===== src/rtl/qspi_flash_ctrl_pkg.sv =====
// rtl/qspi_flash_ctrl_pkg.sv - shared bus types, FSM states, defaults and byte-request helper
package qspi_flash_ctrl_pkg;

  localparam logic [7:0]  default_read_cmd    = 8'hEB;
  localparam int unsigned default_dummy_bytes = 2;

  typedef struct packed {
    logic        mem_valid;
    logic [31:0] mem_addr;
    logic [3:0]  mem_wstrb;
    logic [31:0] mem_wdata;
  } mem_in_type;

  typedef struct packed {
    logic [31:0] mem_rdata;
    logic        mem_ready;
  } mem_out_type;

  typedef enum logic [2:0] {IDLE, CMD, ADDR, DUMMY, DATA, RESP} flash_state_t;

  // Single engine transfer on data register 0: a write carries one byte, a read carries none.
  function automatic mem_in_type byte_req(input logic write, input logic [7:0] value);
    mem_in_type req;
    req = '0;
    req.mem_valid = 1'b1;
    if (write) begin
      req.mem_wstrb = 4'b0001;
      req.mem_wdata = {24'h0, value};
    end
    return req;
  endfunction

endpackage


===== src/rtl/qspi_flash_buffer.sv =====
// rtl/qspi_flash_buffer.sv - one-entry word buffer, compiled only with QSPI_FLASH_BUFFER_EN
`ifdef QSPI_FLASH_BUFFER_EN
module qspi_flash_buffer (
  input  logic        clock,
  input  logic        reset,
  input  logic        fill,
  input  logic [21:0] fill_tag,
  input  logic [31:0] fill_data,
  input  logic [21:0] lookup_tag,
  output logic        hit,
  output logic [31:0] hit_data
);

  logic        valid;
  logic [21:0] tag;
  logic [31:0] data;

  always_ff @(posedge clock or negedge reset) begin
    if (!reset) begin
      valid <= 1'b0;
      tag   <= '0;
      data  <= '0;
    end else if (fill) begin
      valid <= 1'b1;
      tag   <= fill_tag;
      data  <= fill_data;
    end
  end

  assign hit      = valid && (tag == lookup_tag);
  assign hit_data = data;

endmodule
`endif


===== src/rtl/qspi_flash_ctrl.sv =====
// rtl/qspi_flash_ctrl.sv - QSPI flash word fetch controller; optional QSPI_FLASH_BUFFER_EN word buffer
module qspi_flash_ctrl
  import qspi_flash_ctrl_pkg::*;
#(
  parameter logic [7:0]  read_cmd    = default_read_cmd,
  parameter int unsigned dummy_bytes = default_dummy_bytes
) (
  input  logic        clock,
  input  logic        reset,
  input  mem_in_type  flash_in,
  output mem_out_type flash_out,
  output mem_in_type  qspi_in,
  input  mem_out_type qspi_out
);

  localparam logic [2:0] last_dummy = 3'(dummy_bytes - 1);

  flash_state_t state, state_n;
  logic [2:0]   cnt, cnt_n;
  logic [23:0]  addr, addr_n;
  logic [23:0]  acc, acc_n;
  logic         pend, pend_n;
  logic         done;
  logic         last_data;
  mem_in_type   qspi_n;
  logic         ready_n;
  logic [31:0]  rdata_n;

  logic unused_bits;
  assign unused_bits = ^{flash_in.mem_wdata, flash_in.mem_addr[31:24], flash_in.mem_addr[1:0],
                         qspi_out.mem_rdata[31:8]};

  // A ready pulse only counts while a byte is outstanding.
  assign done      = pend && qspi_out.mem_ready;
  assign last_data = (state == DATA) && done && (cnt == 3'd3);

`ifdef QSPI_FLASH_BUFFER_EN
  logic        buf_hit;
  logic [31:0] buf_data;

  qspi_flash_buffer u_buffer (
    .clock      (clock),
    .reset      (reset),
    .fill       (last_data),
    .fill_tag   (addr[23:2]),
    .fill_data  ({qspi_out.mem_rdata[7:0], acc}),
    .lookup_tag (flash_in.mem_addr[23:2]),
    .hit        (buf_hit),
    .hit_data   (buf_data)
  );
`endif

  function automatic logic [7:0] addr_byte(input logic [23:0] a, input logic [2:0] idx);
    case (idx)
      3'd0:    return a[23:16];
      3'd1:    return a[15:8];
      default: return a[7:0];
    endcase
  endfunction

  always_comb begin
    state_n = state;
    cnt_n   = cnt;
    addr_n  = addr;
    acc_n   = acc;
    qspi_n  = '0;
    ready_n = 1'b0;
    rdata_n = flash_out.mem_rdata;
    case (state)
      IDLE: begin
        if (flash_in.mem_valid) begin
          if (|flash_in.mem_wstrb) begin
            state_n = RESP;
            ready_n = 1'b1;
          end
`ifdef QSPI_FLASH_BUFFER_EN
          else if (buf_hit) begin
            state_n = RESP;
            ready_n = 1'b1;
            rdata_n = buf_data;
          end
`endif
          else begin
            addr_n  = {flash_in.mem_addr[23:2], 2'b00};
            cnt_n   = 3'd0;
            state_n = CMD;
            qspi_n  = byte_req(1'b1, read_cmd);
          end
        end
      end
      CMD: begin
        if (done) begin
          state_n = ADDR;
          cnt_n   = 3'd0;
          qspi_n  = byte_req(1'b1, addr_byte(addr, 3'd0));
        end
      end
      ADDR: begin
        if (done) begin
          if (cnt == 3'd2) begin
            state_n = (dummy_bytes == 0) ? DATA : DUMMY;
            cnt_n   = 3'd0;
            qspi_n  = byte_req(1'b0, 8'h00);
          end else begin
            cnt_n  = cnt + 3'd1;
            qspi_n = byte_req(1'b1, addr_byte(addr, cnt + 3'd1));
          end
        end
      end
      DUMMY: begin
        if (done) begin
          if (cnt == last_dummy) begin
            state_n = DATA;
            cnt_n   = 3'd0;
          end else begin
            cnt_n = cnt + 3'd1;
          end
          qspi_n = byte_req(1'b0, 8'h00);
        end
      end
      DATA: begin
        if (done) begin
          if (cnt == 3'd3) begin
            state_n = RESP;
            ready_n = 1'b1;
            rdata_n = {qspi_out.mem_rdata[7:0], acc};
          end else begin
            case (cnt[1:0])
              2'd0:    acc_n[7:0]   = qspi_out.mem_rdata[7:0];
              2'd1:    acc_n[15:8]  = qspi_out.mem_rdata[7:0];
              default: acc_n[23:16] = qspi_out.mem_rdata[7:0];
            endcase
            cnt_n  = cnt + 3'd1;
            qspi_n = byte_req(1'b0, 8'h00);
          end
        end
      end
      RESP:    state_n = IDLE;
      default: state_n = IDLE;
    endcase
    pend_n = qspi_n.mem_valid || (pend && !qspi_out.mem_ready);
  end

  always_ff @(posedge clock or negedge reset) begin
    if (!reset) begin
      state     <= IDLE;
      cnt       <= 3'd0;
      addr      <= '0;
      acc       <= '0;
      pend      <= 1'b0;
      qspi_in   <= '0;
      flash_out <= '0;
    end else begin
      state               <= state_n;
      cnt                 <= cnt_n;
      addr                <= addr_n;
      acc                 <= acc_n;
      pend                <= pend_n;
      qspi_in             <= qspi_n;
      flash_out.mem_ready <= ready_n;
      flash_out.mem_rdata <= rdata_n;
    end
  end

endmodule


===== config.mk =====
export PLATFORM = sky130hd
export DESIGN_NAME = qspi_flash_ctrl
export DESIGN_NICKNAME = d
export VERILOG_FILES = /design/src/rtl/qspi_flash_ctrl_pkg.sv /design/src/rtl/qspi_flash_buffer.sv /design/src/rtl/qspi_flash_ctrl.sv
export SDC_FILE = /design/constraint.sdc
export NUM_CORES = 1
export LEC_CHECK = 0
export CAP_MARGIN = 20
export CORE_ASPECT_RATIO = 0.9
export CORE_MARGIN = 5
export CORE_UTILIZATION = 42
export CTS_CLUSTER_DIAMETER = 120
export DETAILED_ROUTE_END_ITERATION = 7
export PLACE_DENSITY = 0.8
export SETUP_SLACK_MARGIN = 0.1
export SYNTH_ARGS = -nofsm -noshare
export SYNTH_HDL_FRONTEND = slang
export SYNTH_SLANG_ARGS = --single-unit

===== constraint.sdc =====
create_clock -name clock -period 2.3 [get_ports clock]
set_input_delay 0.575 -clock clock [delete_from_list [all_inputs] [get_ports clock]]
set_output_delay 0.575 -clock clock [all_outputs]
set_load 0.05 [all_outputs]

After elaboration in Yosys (flattened, before gate mapping). Index checks and enable logic that the tools add are counted.

Register bits: 155. Word-level logic and storage cells: 88.

$add $sub $neg: 1. Eq/ne operators: 19. Multiplexer cells: 35. Bitwise logic cells: 3. Reduce and logical (&&, ||, !) cells: 17.

Operators by type and width (number): two-way mux 69 bit (7); one-hot mux 69 bit (5 select lines) (1); two-way mux 3 bit (18); two-way mux 33 bit (1); one-hot mux 3 bit (5 select lines) (2); != test 2 bit, second input constant (9); one-hot mux 8 bit (2 select lines) (1); AND reduction 8 bit (2); == test 3 x 2 -> 1 bit, second input constant (4); AND reduction 4 bit (3); == test 3 x 1 -> 1 bit, second input constant (3); zero test 3 bit (2); AND reduction 3 bit (2); nonzero test 5 bit (1); two-way mux 1 bit (4); OR reduction 4 bit (1); adder 3 x 1 -> 3 bit, second input constant (1); == test 3 bit, second input constant (1); NOT 1 bit (3); == test 2 x 1 -> 1 bit, second input constant (1); logical AND 1 bit (2); zero test 2 bit (1); != test 2 x 1 -> 1 bit, second input constant (1); one-hot mux 1 bit (2 select lines) (1); other kinds (3) (3).

Logic depth before layout (Yosys ltp).
Depth in word-level cells: 7. Mapped depth: 7. Depth with buffers taken out: 6.

Worst setup path after synthesis. No wires, ideal clock.

Path type: input port to flip-flop. Start: in flash_in[33] in the netlist's numbering. End: reg addr[10]. Setup time: 125 ps. Data arrival time: 1855 ps. Required time: 2175 ps. Setup slack: 320 ps. Stages: 4. Cells stage by stage: or4_1 nor2_8 buf_6 mux2_2.

Longest elaborated chain between the ends: 3.

Ends and longest elaborated chain: start, declared (line qspi_flash_ctrl.sv:10) `input mem_in_type flash_in,`; OR reduction 4 bit (line qspi_flash_ctrl.sv:72) `if (|flash_in.mem_wstrb) begin`; NOT 1 bit (no source line); AND reduction 3 bit (no source line); end signal, assigned (line qspi_flash_ctrl.sv:156) `addr <= addr_n;`; end, declared (line qspi_flash_ctrl.sv:20) `logic [23:0] addr, addr_n;`.

Every way passes these cells. A chain may end at the register's enable or synchronous reset.

Worst setup path after layout.
Start: in flash_in[33] in the netlist's numbering. End: reg addr[12].

Same word-level chain as after synthesis.

==> results.md <==
- Number of synthesis warnings: 0
- Final Cycle Share: 0.941
- Area contributors post-synth: dfrtp_1, mux2_2, buf_4
- EDFF count, synth: 0
- CTS max path bufs: 2
- Post-route DRC: 0
- Worst vdd ir: 0.000489 V
- Synth-to-Final Area Change: 24.9%
- Relative slew slack: 0.639
- Netlist cell types: 44
- GR Overflow Total: 0
- Initial DRT Pass Iterations: 4
- Avg Cell Area, Syn: 13.1 µm²
- Nets: 541
- Top_reg_cell synth: dfrtp_1
- Startpoint Class: input port
- Root buffer cell: clkbuf_16
- Final number of setup-violating endpoints: 0
- Die area: 12800 µm²
- Synthesized instance count: 341
- Initial antenna violation count: 0
- Cell area after layout: 5560 µm²
- Crit end category: flop
- Chip Height: 108 µm
- Clk pin slew, worst setup/hold paths: 0.07 ns
- RSZ-0062 raised after global routing: false
- Crit Path Category: in -> reg
- Clk_lat worst skew: 0.34 ns
- Leak: 2.71 nW
- Tot GR Track Use: 0.142
- Synth Cell Area: between 4000 and 5000 µm²
- Initial Util: 0.433
- Register area share after synthesis: 0.539
- CTS tree: built
- Reg power frac: 0.442
- Vias: 2753
- CTS Sinks: 96
- Maximum fanout along the worst path: 18
- CP Launch Point: flash_in[33]
- Clk pwr share: 0.299
- Synth top area share: 0.539
- Placed cell area: 5240 µm²
- Final Hold Fails: 0
- Initial DRC Count: between 100 and 150
- TritonCTS buffer count: 9
- Synth async-reset ratio: 1.00
- Internal power: about 3.5 mW
- Worst-Margin Slew: 0.539 ns
- Ports: 206
- Post-CTS Setup Bufs: 0
- Yosys reg bits: 96
- Sw Ratio: 0.325
- Layout cell share with drive strength beyond 1: 0.266
- Routed WL per cell: around 16 µm
- Clk_skew: 0.00979 ns
- Worst EP required: 2.52 ns
- Via/cell ratio: 4.87
- Vias in the first global route: 2854
- H-tree levels: 3
- Logic gate share of total power: 0.259
- First-pass GRT wire length: 14600 µm
- Max Clock Freq: 0.462 GHz
- Row Count: 35
- Hold Crit Class: in -> async
- Tot Pwr: ~5.1 mW
- Die Wd: around 120 µm
- Setup tns final: 0 ns
- Dominant cell type by area after synthesis: dfrtp_1
- Diode count: 0
- Worst EP arrival: roughly 2.4 ns
- Fin crit period: 2.16 ns
- Max-Cap Viols: 0
- Post-DRT Antenna Nets: 0
- Hold_buf cts: 0
- Routed Wire Length: 9160 µm
- Status: finished, final reports clean
- Largest net degree at the start of global routing: 43
- P_sw: 1.67 mW
- Setup slack, reg-to-reg: 0.20 ns
- DP HPWL: 6670 µm
- Worst reg-to-reg path cell count: 6
- Core Area: 10300 µm²
- Port buffer count: 80
- R2r endpoint: qspi_in[1]
- Gp weighted congestion: roughly 0.74
- Cell Pwr Density: 923 nW/µm²
- FF-to-FF Start: cnt[0]
- Final slew viol count: 0
-- layer usage --
layer / part of all wire / global-route usage / wire length, µm / vias up
met1: 0.40 / 0.170 / 3630 / 1380
met4: 0.022 / 0.0551 / 197 / 0
met2: 0.51 / 0.244 / 4710 / 102
met3: 0.068 / 0.0399 / 623 / 17
li1: - / - / - / 1254
met5: 0 / 0 / 0 / -
-- cell families after synthesis --
group,after synthesis,share of synthesized area
compound gates,35,0.0536
flops,96,0.539
simple gates,45,0.0621
fa+ha+maj,6,0.0168
buf+inv,78,0.123
other cells,1,0.000842
mux,80,0.204
-- worst max-delay path by stage --
| stage | endpoint | slack [ns] | depth (start not counted) |
|---|---|---|---|
| 6_report | addr[12] | 0.14 | 5 |
| 5_1_grt | addr[12] | 0.11 | 5 |
| 4_1_cts | qspi_in[1] | 0.13 | 6 |
| 3_5_place_dp | addr[16] | -0.20 | 5 |
| 3_3_place_gp | addr[16] | -0.15 | 5 |
| 2_1_floorplan | addr[10] | 0.32 | 4 |
-- worst max-delay path, stage by stage --
cell             delay, ns
clkdlybuf4s50_1       0.43
or4_1                 0.65
nor2_8                0.19
buf_12                0.17
mux2_2                0.35
-- power groups by stage --
stage               logic, mW  clock network (mW)  registers, mW
global route             1.45                1.63           2.32
detailed placement       1.32                   0           2.30
floorplan               0.970                   0           2.34
finish                   1.33                1.53           2.27
CTS                      1.33                1.56           2.27
global placement         1.28                   0           2.27
-- synth_stat cells (all sizes together) (2+ instances only) --
cell	instances
dfrtp	96
buf	69
a31oi	2
clkbuf	2
nor2	12
a211o	2
o22a	2
nor3b	2
inv	7
nand3b	2
a21oi	7
a221o	2
nand3	4
a22oi	4
and2	3
nor3	2
o22ai	3
nor2b	3
nand2	10
o21ai	7
a22o	3
ha	6
mux2	79
-- cell usage in the layout, fill, tap and decap left out, types with 4 or more instances in the layout --
cell | Yosys | routed
ha_1 | 6 | 6
conb_1 | 1 | 59
clkbuf_16 | 0 | 9
nand3_1 | 4 | 4
buf_4 | 60 | 10
dfrtp_1 | 96 | 96
nor2_1 | 10 | 10
mux2_2 | 75 | 75
nand2_1 | 7 | 7
a22oi_1 | 4 | 4
o21ai_0 | 7 | 6
a21oi_1 | 7 | 7
inv_1 | 7 | 7
clkdlybuf4s50_1 | 0 | 79
-- area by class of cell --
cell class	instances	area, µm²
Clock buffer	9	225
Clock inverter	7	85.1
Fill cell	837	4730
Inverter	7	26.3
Multi-Input combinational cell	225	1740
Sequential cell	96	2400
Tap cell	129	161
Timing Repair Buffer	92	926
-- state kept, by name, indices dropped and copies added, names as in the netlist --
signal,count
cnt,3
addr,22
state,3
qspi_in,10
flash_out,33
acc,24
pend,1
-- stage by stage --
step / utilization / cells / hold slack, ns / setup WS, ns
final: 0.541 / 565 / 0.200 / 0.136
after detailed placement: 0.509 / 549 / 0.478 / -0.196
after CTS: 0.539 / 565 / 0.216 / 0.133
after global placement: 0.509 / 549 / 0.462 / -0.154
after floorplan: - / 399 / 0.279 / 0.320
after global routing: 0.541 / 565 / 0.244 / 0.109
-- repair_timing --
item | 4_1_cts | 5_1_grt
resized for setup | 0 | 3
endpoints found under the hold margin | 0 | 0
endpoints found under the setup margin | 0 | 5
(Power assumes the default switching activity.)
